$ cat config.mk
export PLATFORM = sky130hd
export DESIGN_NAME = fabric_tag_dispatch
export DESIGN_NICKNAME = d
export VERILOG_FILES = /design/src/rtl/fabric_tag_dispatch.sv
export SDC_FILE = /design/constraint.sdc
export NUM_CORES = 1
export LEC_CHECK = 0
export CAP_MARGIN = 25
export CORE_MARGIN = 2
export CORE_UTILIZATION = 30
export CTS_BUF_LIST = sky130_fd_sc_hd__clkbuf_4 sky130_fd_sc_hd__clkbuf_8 sky130_fd_sc_hd__clkbuf_16
export CTS_CLUSTER_SIZE = 10
export DETAILED_ROUTE_END_ITERATION = 10
export GPL_TIMING_DRIVEN = 0
export PLACE_DENSITY = 0.63
export RECOVER_POWER = 25
export SETUP_SLACK_MARGIN = 0.02
export SLEW_MARGIN = 40
export SYNTH_ARGS = -nofsm -noshare
export SYNTH_HDL_FRONTEND = slang
export SYNTH_SLANG_ARGS = --single-unit
export TNS_END_PERCENT = 100
$ cat constraint.sdc
create_clock -name clk -period 4.84 [get_ports clk]
set_clock_uncertainty 0.2 [all_clocks]
set_input_delay 0.968 -clock clk [delete_from_list [all_inputs] [get_ports clk]]
set_output_delay 0.968 -clock clk [all_outputs]
set_load 0.005 [all_outputs]
$ cat src/rtl/fabric_tag_dispatch.sv
// fabric_tag_dispatch
//   Receives one tagged payload stream and routes each payload to the
//   output whose configured tag matches the payload tag. The tag is
//   stripped and the data is queued in that output's FIFO. A payload whose
//   tag matches no output is consumed, dropped and counted as an error.
//
// Ports
//   clk, rst_n   : clock, asynchronous active-low reset
//   in_valid     : input payload valid
//   in_ready     : input accepted this cycle (combinational from in_data/cfg)
//   in_data      : {tag[TAG_WIDTH-1:0], data[DATA_WIDTH-1:0]}
//   out_valid    : per-output valid (FIFO not empty)
//   out_ready    : per-output ready
//   out_data     : per-output tag-stripped data, packed NUM_OUTPUTS x DATA_WIDTH
//   cfg_data     : per-output match tag, packed NUM_OUTPUTS x TAG_WIDTH
//   err_sticky   : set on first dropped payload
//   err_count    : dropped payload count, saturates at 255

// Per-output circular FIFO. Storage is cleared on reset so the head entry
// reads 0 while empty after reset.
module fabric_tag_dispatch_fifo #(
   parameter int DW    = 32,
   parameter int DEPTH = 2
) (
   input  logic          clk,
   input  logic          rst_n,
   input  logic          i_push,
   input  logic [DW-1:0] i_data,
   input  logic          i_ready,
   output logic          o_valid,
   output logic [DW-1:0] o_data,
   output logic          o_full
);
   localparam int AW = $clog2(DEPTH);
   localparam int CW = AW + 1;

   logic [DEPTH-1:0][DW-1:0] r_mem;
   logic [AW-1:0]            r_rd;
   logic [AW-1:0]            r_wr;
   logic [CW-1:0]            r_cnt;
   logic                     w_push;
   logic                     w_pop;

   assign o_valid = (r_cnt != '0);
   assign o_full  = (r_cnt == CW'(DEPTH));
   assign o_data  = r_mem[r_rd];

   // No push-through: a full FIFO refuses the push even if it pops now.
   assign w_push  = i_push && !o_full;
   assign w_pop   = o_valid && i_ready;

   always_ff @(posedge clk or negedge rst_n) begin
      if (!rst_n) begin
         r_mem <= '0;
         r_rd  <= '0;
         r_wr  <= '0;
         r_cnt <= '0;
      end else begin
         if (w_push) begin
            r_mem[r_wr] <= i_data;
            r_wr        <= r_wr + AW'(1);   // DEPTH is a power of 2: wraps naturally
         end
         if (w_pop)
            r_rd <= r_rd + AW'(1);
         case ({w_push, w_pop})
            2'b10:   r_cnt <= r_cnt + CW'(1);
            2'b01:   r_cnt <= r_cnt - CW'(1);
            default: r_cnt <= r_cnt;
         endcase
      end
   end
endmodule

module fabric_tag_dispatch #(
   parameter int NUM_OUTPUTS = 2,
   parameter int DATA_WIDTH  = 32,
   parameter int TAG_WIDTH   = 4,
   parameter int FIFO_DEPTH  = 2
) (
   input  logic                              clk,
   input  logic                              rst_n,
   input  logic                              in_valid,
   output logic                              in_ready,
   input  logic [DATA_WIDTH+TAG_WIDTH-1:0]   in_data,
   output logic [NUM_OUTPUTS-1:0]            out_valid,
   input  logic [NUM_OUTPUTS-1:0]            out_ready,
   output logic [NUM_OUTPUTS*DATA_WIDTH-1:0] out_data,
   input  logic [NUM_OUTPUTS*TAG_WIDTH-1:0]  cfg_data,
   output logic                              err_sticky,
   output logic [7:0]                        err_count
);
   localparam int PAYLOAD_WIDTH = DATA_WIDTH + TAG_WIDTH;

   logic [TAG_WIDTH-1:0]   w_tag;
   logic [DATA_WIDTH-1:0]  w_dat;
   logic [NUM_OUTPUTS-1:0] w_hit;
   logic [NUM_OUTPUTS-1:0] w_sel;
   logic [NUM_OUTPUTS-1:0] w_full;
   logic [NUM_OUTPUTS-1:0] w_push;
   logic                   w_match;
   logic                   w_xfer;
   logic                   w_drop;
   logic                   r_err_sticky;
   logic [7:0]             r_err_count;

   assign w_tag = in_data[PAYLOAD_WIDTH-1:DATA_WIDTH];
   assign w_dat = in_data[DATA_WIDTH-1:0];

   // Isolating the lowest set hit bit gives a one-hot target, so duplicate
   // cfg tags resolve to the lowest index without an encoder.
   assign w_match = (w_hit != '0);
   assign w_sel   = w_hit & (~w_hit + NUM_OUTPUTS'(1));

   // Unmatched payloads are always consumed; matched ones wait on their FIFO.
   assign in_ready = !w_match || ((w_sel & w_full) == '0);
   assign w_xfer   = in_valid && in_ready;
   assign w_push   = {NUM_OUTPUTS{w_xfer}} & w_sel;
   assign w_drop   = w_xfer && !w_match;

   genvar gi;
   generate
      for (gi = 0; gi < NUM_OUTPUTS; gi++) begin : g_out
         assign w_hit[gi] = (w_tag == cfg_data[gi*TAG_WIDTH +: TAG_WIDTH]);

         fabric_tag_dispatch_fifo #(
            .DW    (DATA_WIDTH),
            .DEPTH (FIFO_DEPTH)
         ) u_fifo (
            .clk     (clk),
            .rst_n   (rst_n),
            .i_push  (w_push[gi]),
            .i_data  (w_dat),
            .i_ready (out_ready[gi]),
            .o_valid (out_valid[gi]),
            .o_data  (out_data[gi*DATA_WIDTH +: DATA_WIDTH]),
            .o_full  (w_full[gi])
         );
      end
   endgenerate

   always_ff @(posedge clk or negedge rst_n) begin
      if (!rst_n) begin
         r_err_sticky <= 1'b0;
         r_err_count  <= 8'd0;
      end else if (w_drop) begin
         r_err_sticky <= 1'b1;
         if (r_err_count != 8'hFF)
            r_err_count <= r_err_count + 8'd1;
      end
   end

   assign err_sticky = r_err_sticky;
   assign err_count  = r_err_count;
endmodule

==> metrics, run 1 <==
drt wl/cell between 15 and 20 um; post-synthesis register bit count roughly 150; post-synth top area share between 50% and 60%; Max-cap violations 1; First-pass DRT Iterations 6; Routed Wire Length 15.2 mm; FF-to-FF Start g_out[1].u_fifo.r_cnt[1]$_DFFE_PN0P_; global route hottest layer met2; status complete, but fails checks; row count between 50 and 60; dpl cells roughly 840; largest net degree at the start of global routing 79; Die ar. about 0.023 mm^2; most frequent cells after synthesis 145 x dfrtp_1, 117 x mux2_2, 48 x mux2_1; period utilisation layout around 86%; clock root buffer master clkbuf_16; Worst-Margin Slew between 3000 and 4000 ps; Synth Net Count ~500; HP Class reg2reg; slowest stage delay, CP 480 ps; clk sinks around 150; final count of negative-setup-slack endpoints 0; number of global-route vias before repair 4431; M3 GR Usage approximately 3.8%; Slew Limit Headroom -107%; post-synthesis sequential area ratio 55.2%; clock latency on the worst-skew pair about 420 ps; initial antenna violation count 0; crit path DAT around 3000 ps; CP Cell Sequence clkdlybuf4s50_1 > xor2_1 > nor4_2 > clkbuf_1 > a31oi_1 > clkdlybuf4s50_1; most used flip-flop cell after synthesis dfrtp_1; CP max-delay cell clkdlybuf4s50_1; Setup crit start kind input pin; Post-CTS Hold Fix Bufs 0; Hold Startpoint g_out[1].u_fifo.r_cnt[1]$_DFFE_PN0P_; CP required ~3700 ps; global-route wire length before repair between 20 and 25 mm; Total GRT Usage around 14%; total CTS buffers 17; crit-path most repeated cell clkdlybuf4s50_1; count leader, synth dfrtp_1; top cell type by total area after synthesis dfrtp_1; crit path max fanout 10; via/cell ratio 4.53; synth warn 0; Synth cell types 31; Iter 0 DRT Violations 62; crit path from in_data[32]; EDFF count, synth 0; FMAX 241 MHz; post-layout util about two fifths; clock slew at reported path FFs 60 ps; PostCTS Resize Cnt 0; routed vias 3949; M2 GR Usage 22.8%; RSZ-0062 raised after global routing false; antenna viol nets, final 0; number of buffers added on ports roughly 120; die width about 150 um; # nets final 630; Boundary Pins 125; Finished Cell Area roughly 0.009 mm^2; gr ovfl total 0; Final HPWL DP approximately 10 mm; Setup TNS 0 ps; Die Height ~150 um; # diodes 0; Fin. Hold Viols 0; WS Path Type in2out; total core area about 0.022 mm^2; GRT met1 Usage about 17%; power per standard cell area approximately 630 mW/mm^2; Starting Density a little under a third; mapped cell area between 0.006 and 0.007 mm^2; worst hold slack about 280 ps; CTS tree built; top cells by area, synth dfrtp_1 55%, mux2_2 20%, mux2_1 8.2%; syn_area_per_cell ~15 um^2; cell area after placement a little over 0.008 mm^2; Layout area overhead 34.2%; Setup Fix Bufs, Post-CTS 0; DRC 0; Max Slew Vio Count about 70; CTS H-tree lvls 4; Max IR drop VDD around 0.24 mV; failing checks max-capacitance violations, max-slew violations; Async SR Flop Fraction 100%; Setup crit end kind output pin; leakage slightly above 4 nW; layout cells sized above 1 a little over a third; cell count after synthesis 434; deepest clock path buffer count 2; global placement routability congestion about 0.74; Layout Cells excl Fill a little under 900; crit path time final 4150 ps
-- stage by stage --
stage          total power, mW  setup WS (ps)
2_1_floorplan             3.10           1820
3_3_place_gp              4.16          -3100
3_5_place_dp              4.24            677
4_1_cts                   5.64            663
5_1_grt                   5.90            415
6_report                  5.53            690
-- logic make-up (layout without fill, tap and decap cells) --
family | Yosys count | count (layout) | share of synthesized area [%]
muxes | 195 | 195 | 35.1
DFF | 145 | 145 | 55.2
and+or+nand+nor | 36 | 36 | 3.42
buffers and inverters | 28 | 185 | 2.26
xor gates and xnor gates | 23 | 23 | 3.06
AOI/OAI and AO/OA | 4 | 4 | 0.437
adders and majority gates | 3 | 3 | 0.571
-- final timing paths --
check / endpoint / slack, ps / cells after the start
max: in_ready / 690 / 6
min: g_out[1].u_fifo.r_cnt[1]$_DFFE_PN0P_ / 280 / 1
max reg2reg: g_out[1].u_fifo.r_mem[50]$_DFFE_PN0P_ / 2650 / 4
min reg2reg: g_out[1].u_fifo.r_cnt[1]$_DFFE_PN0P_ / 280 / 1
max in group asynchronous: g_out[1].u_fifo.r_mem[55]$_DFFE_PN0P_ / 1170 / 1
min in group asynchronous: g_out[0].u_fifo.r_mem[15]$_DFFE_PN0P_ / 1480 / 1
-- routing by layer --
layer	wire length [um]	share of wire, %	vias to the layer above
li1	-	-	1842
met1	6980	46	1997
met2	7290	48	93
met3	678	4.5	17
met4	258	1.7	0
met5	0	0	-
-- critical path, delay by kind of cell --
kind	cells	cell delay, ps
buf+inv	3	1310
simple gates	1	370
xor+xnor	1	190
compound gates	1	150
-- registers in the layout, summed over array words and instances (netlist names) --
signal,flops
g_out.u_fifo.r_cnt,4
err_sticky,1
g_out.u_fifo.r_rd,2
g_out.u_fifo.r_mem,128
g_out.u_fifo.r_wr,2
err_count,8
-- cell type report --
type | instances | area (um^2)
Timing Repair Buffer | 125 | 1270
Clock inverter | 13 | 159
Fill cell | 1984 | 12900
Clock buffer | 19 | 453
Inverter | 3 | 11.3
Buffer | 25 | 141
Tap cell | 280 | 350
Multi-Input combinational cell | 261 | 2810
Sequential cell | 145 | 3630
-- layout by cell type, fill, tap and decap left out, types with 5 or more instances in the layout --
| cell type | count |
|---|---|
| dfrtp_1 | 145 |
| clkdlybuf4s50_1 | 123 |
| mux2_2 | 117 |
| mux2_1 | 48 |
| mux2_4 | 30 |
| clkbuf_16 | 17 |
| xor2_1 | 13 |
| buf_2 | 11 |
| xnor2_1 | 10 |
| clkbuf_1 | 6 |
| nor2_1 | 5 |
-- power breakdown --
part           total [mW]  leakage, nW  internal [mW]  switching, mW
combinational        2.16         1.89           1.43          0.727
clock                1.35        0.296          0.838          0.516
sequential           2.02         1.87           1.74          0.281
total                5.53         4.05           4.01           1.52
No activity file was read; power rests on OpenSTA's default activity.
==> run 2: changes to the inputs <==
- CELL_PAD_IN_SITES_DETAIL_PLACEMENT: unset -> 1
- CELL_PAD_IN_SITES_GLOBAL_PLACEMENT: unset -> 1
- PLACE_DENSITY: 0.63 -> 0.71
- SKIP_CTS_REPAIR_TIMING: unset -> 1
==> metrics, run 2 (synthesis results as in run 1) <==
status complete, but fails checks; failing checks max-capacitance violations, max-slew violations; commonest cells after routing, fill and taps aside 145 x dfrtp_1, 123 x clkdlybuf4s50_1, 117 x mux2_2; crit path from in_data[32]; WP depth 6 (unchanged); crit path time final 4200 ps (+45.0 ps); initial antenna violation count 0 (unchanged); clock latency on the worst-skew pair 410 ps (about the same); layout cells sized above 1 34.3% (-0.56 points); Iter 0 DRT Violations 70 (+13%); Final HPWL DP 11.3 mm (+9.1%); final count of negative-setup-slack endpoints 0 (unchanged); CP max-delay cell clkdlybuf4s50_1; Die Height 152 um (unchanged); routed vias 4032 (+2.1%); total CTS buffers 17 (unchanged); clock root buffer master clkbuf_16; slowest stage delay, CP 480 ps (about the same); gr ovfl total 0 (unchanged); WS Path Type in2out; CP required 3670 ps (about the same); Critical Path End in_ready; Top reg by flops g_out.u_fifo.r_mem; # diodes 0 (unchanged); FMAX 238 MHz (-1.1%); drt wl/cell 18.7 um (+6.9%); crit path max fanout 10 (unchanged); crit path DAT 3030 ps (+50 ps); RSZ-0062 raised after global routing false; Reg2Reg Setup Slack 2620 ps (-30 ps); First-pass DRT Iterations 4 (-2); Routed Wire Length 16.2 mm (+6.7%); clk sinks 145 (unchanged); commonest non-fill, non-tap cell in the layout dfrtp_1; Finished Cell Area 0.00881 mm^2 (-0.14%); Starting Density 30.3% (unchanged); number of buffers added on ports 124 (unchanged); die width 152 um (unchanged); period utilisation layout 86.7% (+0.93 points); max FFs per register 128 (unchanged); total core area 0.0217 mm^2 (unchanged); clock slew at reported path FFs 60 ps (about the same); # nets final 630 (unchanged); Max-cap violations 1 (unchanged); Worst-Margin Slew 3130 ps (+31.7 ps); Worst Path Buf+Inv 3 (unchanged); deepest clock path buffer count 2 (unchanged); R2R cell count 4 (unchanged); delay-heaviest family, CP buffers and inverters; Pwr Total 5.56 mW (+0.40%); via/cell ratio 4.64 (+2.3%); power per standard cell area 630 mW/mm^2 (+0.55%); Die ar. 0.0231 mm^2 (unchanged); Fill cells 2195 (+11%); CP Cell Sequence clkdlybuf4s50_1 > xor2_1 > nor4_2 > clkbuf_1 > a31oi_1 > clkdlybuf4s50_1; antenna viol nets, final 0 (unchanged); Boundary Pins 125 (unchanged); leakage 4.04 nW (-0.43%); DRC 0 (unchanged); largest net degree at the start of global routing 79 (unchanged); CTS H-tree lvls 4 (unchanged); Max Slew Vio Count 68 (unchanged); Setup crit start kind input pin; Setup TNS 0 ps (unchanged); global placement routability congestion 0.717 (-2.8%); Setup crit end kind output pin; row count 54 (unchanged); reg2reg end g_out[1].u_fifo.r_mem[61]$_DFFE_PN0P_; CTS tree built; HP Class reg2reg; Layout area overhead 34.0%; Total GRT Usage 14.8% (+1.0 points); crit-path most repeated cell clkdlybuf4s50_1; FF-to-FF Start g_out[1].u_fifo.r_cnt[1]$_DFFE_PN0P_; cell area after placement 0.00821 mm^2 (about the same); Slew Limit Headroom -109% (-2.1 points); global-route wire length before repair 26.6 mm (+7.4%); Fin. Hold Viols 0 (unchanged); Max IR drop VDD 0.248 mV (+2.4%); number of global-route vias before repair 4683 (+5.7%)
==> run 2: changes by cell type in the layout (fill, tap and decap cells not counted) <==
cell	delta
clkinv_2	-3
clkbuf_1	+2
clkbuf_2	-2
clkbuf_4	+2
inv_6	-2
clkinvlp_4	+1
==> run 2: worst min-delay path by stage <==
stage,start,end,slack [ps],cells after the start
4_1_cts,g_out[1].u_fifo.r_mem[46]$_DFFE_PN0P_,g_out[1].u_fifo.r_mem[46]$_DFFE_PN0P_,290,1
3_5_place_dp,g_out[1].u_fifo.r_mem[40]$_DFFE_PN0P_,g_out[1].u_fifo.r_mem[40]$_DFFE_PN0P_,270,1
2_1_floorplan,g_out[1].u_fifo.r_cnt[1]$_DFFE_PN0P_,g_out[1].u_fifo.r_cnt[1]$_DFFE_PN0P_,250,1
3_3_place_gp,g_out[1].u_fifo.r_mem[59]$_DFFE_PN0P_,g_out[1].u_fifo.r_mem[59]$_DFFE_PN0P_,260,1
5_1_grt,g_out[1].u_fifo.r_mem[50]$_DFFE_PN0P_,g_out[1].u_fifo.r_mem[50]$_DFFE_PN0P_,300,1
6_report,g_out[0].u_fifo.r_mem[39]$_DFFE_PN0P_,g_out[0].u_fifo.r_mem[39]$_DFFE_PN0P_,280,1
==> run 2: stage by stage <==
step	cells	hold slack [ps]	util, %	setup WS [ps]
after floorplan	434	247	-	1820
final	869	283	40.6	645
after CTS	869	286	40.6	608
after detailed placement	839	272	37.9	625
after global routing	869	299	40.6	464
after global placement	838	261	37.7	-3040
==> run 2: layout make-up <==
type                       count  area (um^2)  area share, %
clock inverter                 9          134           1.52
tap                          280          350           3.98
clock buffer                  21          468           5.31
inverter                       3         11.3          0.128
timing repair buffer         125         1270           14.4
multi-input combinational    261         2810           31.9
buffer                        25          139           1.58
sequential                   145         3630           41.2
==> run 2: power breakdown <==
group	internal (mW)	total [mW]	leakage, nW	switching, mW
clock network	0.843	1.34	0.284	0.500
registers	1.74	2.04	1.87	0.298
logic	1.43	2.17	1.88	0.743
==> run 2: per-layer routing <==
metal | up-vias | wire [um] | track usage, %
met2 | 88 | 8100 | 24.7
met4 | 0 | 214 | 4.23
li1 | 1824 | - | -
met1 | 2104 | 7220 | 18.8
met3 | 16 | 687 | 4.02
met5 | - | 0 | 0
==> run 3: changes to the inputs <==
- GPL_TIMING_DRIVEN: 0 -> unset
==> metrics, run 3 (synthesis results as in run 1) <==
Setup crit start kind input pin; Die Height 152 um (unchanged); routed vias 3980 (-1.3%); Top reg by flops g_out.u_fifo.r_mem; Setup TNS 0 ps (unchanged); Fin. Hold Viols 0 (unchanged); drt wl/cell 17.7 um (-5.3%); Reg power frac 39.5% (+2.8 points); Slew Limit Headroom -23.0% (+86 points); Worst-Margin Slew 1850 ps (-1290 ps); clock slew at reported path FFs 60 ps (about the same); die width 152 um (unchanged); clk sinks 145 (unchanged); Max-cap violations 1 (unchanged); RSZ-0062 raised after global routing false; deepest clock path buffer count 2 (unchanged); Max Slew Vio Count 74 (+8.8%); global-route wire length before repair 25.2 mm (-5.3%); number of global-route vias before repair 4642 (-0.88%); Final HPWL DP 10.3 mm (-9.4%); commonest non-fill, non-tap cell in the layout dfrtp_1; status complete, but fails checks; row count 54 (unchanged); Iter 0 DRT Violations 62 (-11%); crit path max fanout 5 (-5); # diodes 0 (unchanged); Total GRT Usage 13.7% (-1.1 points); Sw Share 27.5% (-0.18 points); Die ar. 0.0231 mm^2 (unchanged); crit path DAT 2660 ps (-370 ps); clock root buffer master clkbuf_16; Layout area overhead 32.8%; Starting Density 30.3% (unchanged); worst slack, placed 1000 ps (+376 ps); Routed Wire Length 15.1 mm (-6.9%); Hold Startpoint g_out[1].u_fifo.r_mem[45]$_DFFE_PN0P_; total core area 0.0217 mm^2 (unchanged); Int Pwr 3.99 mW (-0.74%); period utilisation layout 79.0% (-7.7 points); WS Path Type in2out; initial antenna violation count 0 (unchanged); DRC 0 (unchanged); Max IR drop VDD 0.226 mV (-8.8%); HP Class reg2reg; final count of negative-setup-slack endpoints 0 (unchanged); gr ovfl total 0 (unchanged); commonest cells after routing, fill and taps aside 143 x dfrtp_1, 123 x clkdlybuf4s50_1, 117 x mux2_2; CP required 3670 ps (about the same); leakage 3.98 nW (-1.3%); antenna viol nets, final 0 (unchanged); FMAX 262 MHz (+9.7%); layout cells sized above 1 34.8% (+0.49 points); crit path from in_data[34]; crit path time final 3820 ps (-372 ps); total CTS buffers 17 (unchanged); number of buffers added on ports 124 (unchanged); failing checks max-capacitance violations, max-slew violations; global placement routability congestion 0.716 (about the same); power per standard cell area 630 mW/mm^2 (-0.13%); First-pass DRT Iterations 3 (-1); Clk pwr share 24.6% (+0.4 points); CTS tree built; CTS H-tree lvls 4 (unchanged); Worst Slack Setup Final 1020 ps (+372 ps); Combinational Power Share 35.9% (-3.2 points); Setup crit end kind output pin; max FFs per register 128 (unchanged); # nets final 614 (-2.5%); via/cell ratio 4.65 (+0.33%); FF-to-FF Start g_out[1].u_fifo.r_cnt[1]$_DFFE_PN0P_; Boundary Pins 125 (unchanged); clock latency on the worst-skew pair 410 ps (about the same); Psw 1.52 mW (-1.6%); largest net degree at the start of global routing 74 (-6.3%)
## run 3: cell types whose count changed in the layout (fill, tap and decap cells not counted), moves of 3 or more
cell / delta
buf_4: +7
clkbuf_1: -8
clkinv_2: +3
buf_2: -11
## run 3: cell type report
type	count	area, um^2
multi-input cells	261	2810
clock inverters	13	160
fillers	2193	13000
flip-flops and latches	145	3640
well taps	280	350
clock buffers	19	453
inverters	3	11.3
repair buffers	134	1320
## run 3: power groups by stage
stage	clock [mW]	combinational, mW	sequential [mW]
2_1_floorplan	0	1.15	1.96
3_3_place_gp	0	1.96	2.14
3_5_place_dp	0	2.01	2.20
4_1_cts	1.40	2.03	2.18
5_1_grt	1.45	2.14	2.27
6_report	1.36	1.97	2.17
## run 3: critical path: stages
cell	delay (ps)
clkdlybuf4s50_1	450
xnor2_1	240
nand4_1	250
a31oi_1	220
clkdlybuf4s50_1	530
## run 3: path summary, 6_finish.rpt
path                       slack (ps)                                     to  depth (start not counted)
setup reg to reg                 2640  g_out[1].u_fifo.r_mem[31]$_DFFE_PN0P_                          4
hold / removal                    280  g_out[1].u_fifo.r_mem[45]$_DFFE_PN0P_                          1
setup / recovery                 1020                               in_ready                          5
hold reg to reg                   280  g_out[1].u_fifo.r_mem[45]$_DFFE_PN0P_                          1
min in group asynchronous         370  g_out[1].u_fifo.r_mem[59]$_DFFE_PN0P_                          1
max in group asynchronous        1580       g_out[1].u_fifo.r_rd$_DFFE_PN0P_                          2
## run 3: per-layer routing
metal / vias to the layer above / GRT usage [%] / share of wire (%)
li1: 1800 / - / -
met1: 2081 / 16.7 / 43
met2: 85 / 23.9 / 52
met3: 14 / 3.54 / 4.0
met4: 0 / 3.78 / 1.2
met5: - / 0 / 0
## run 3: metrics by stage
| stage | hold slack, ps | utilization [%] | instance area, um^2 | cells | total power, mW |
|---|---|---|---|---|---|
| 2_1_floorplan | 247 | - | 6580 | 434 | 3.10 |
| 3_3_place_gp | 261 | 37.5 | 8130 | 823 | 4.10 |
| 3_5_place_dp | 268 | 37.5 | 8140 | 823 | 4.21 |
| 4_1_cts | 284 | 40.4 | 8750 | 855 | 5.61 |
| 5_1_grt | 300 | 40.3 | 8740 | 855 | 5.87 |
| 6_report | 278 | 40.3 | 8740 | 855 | 5.50 |
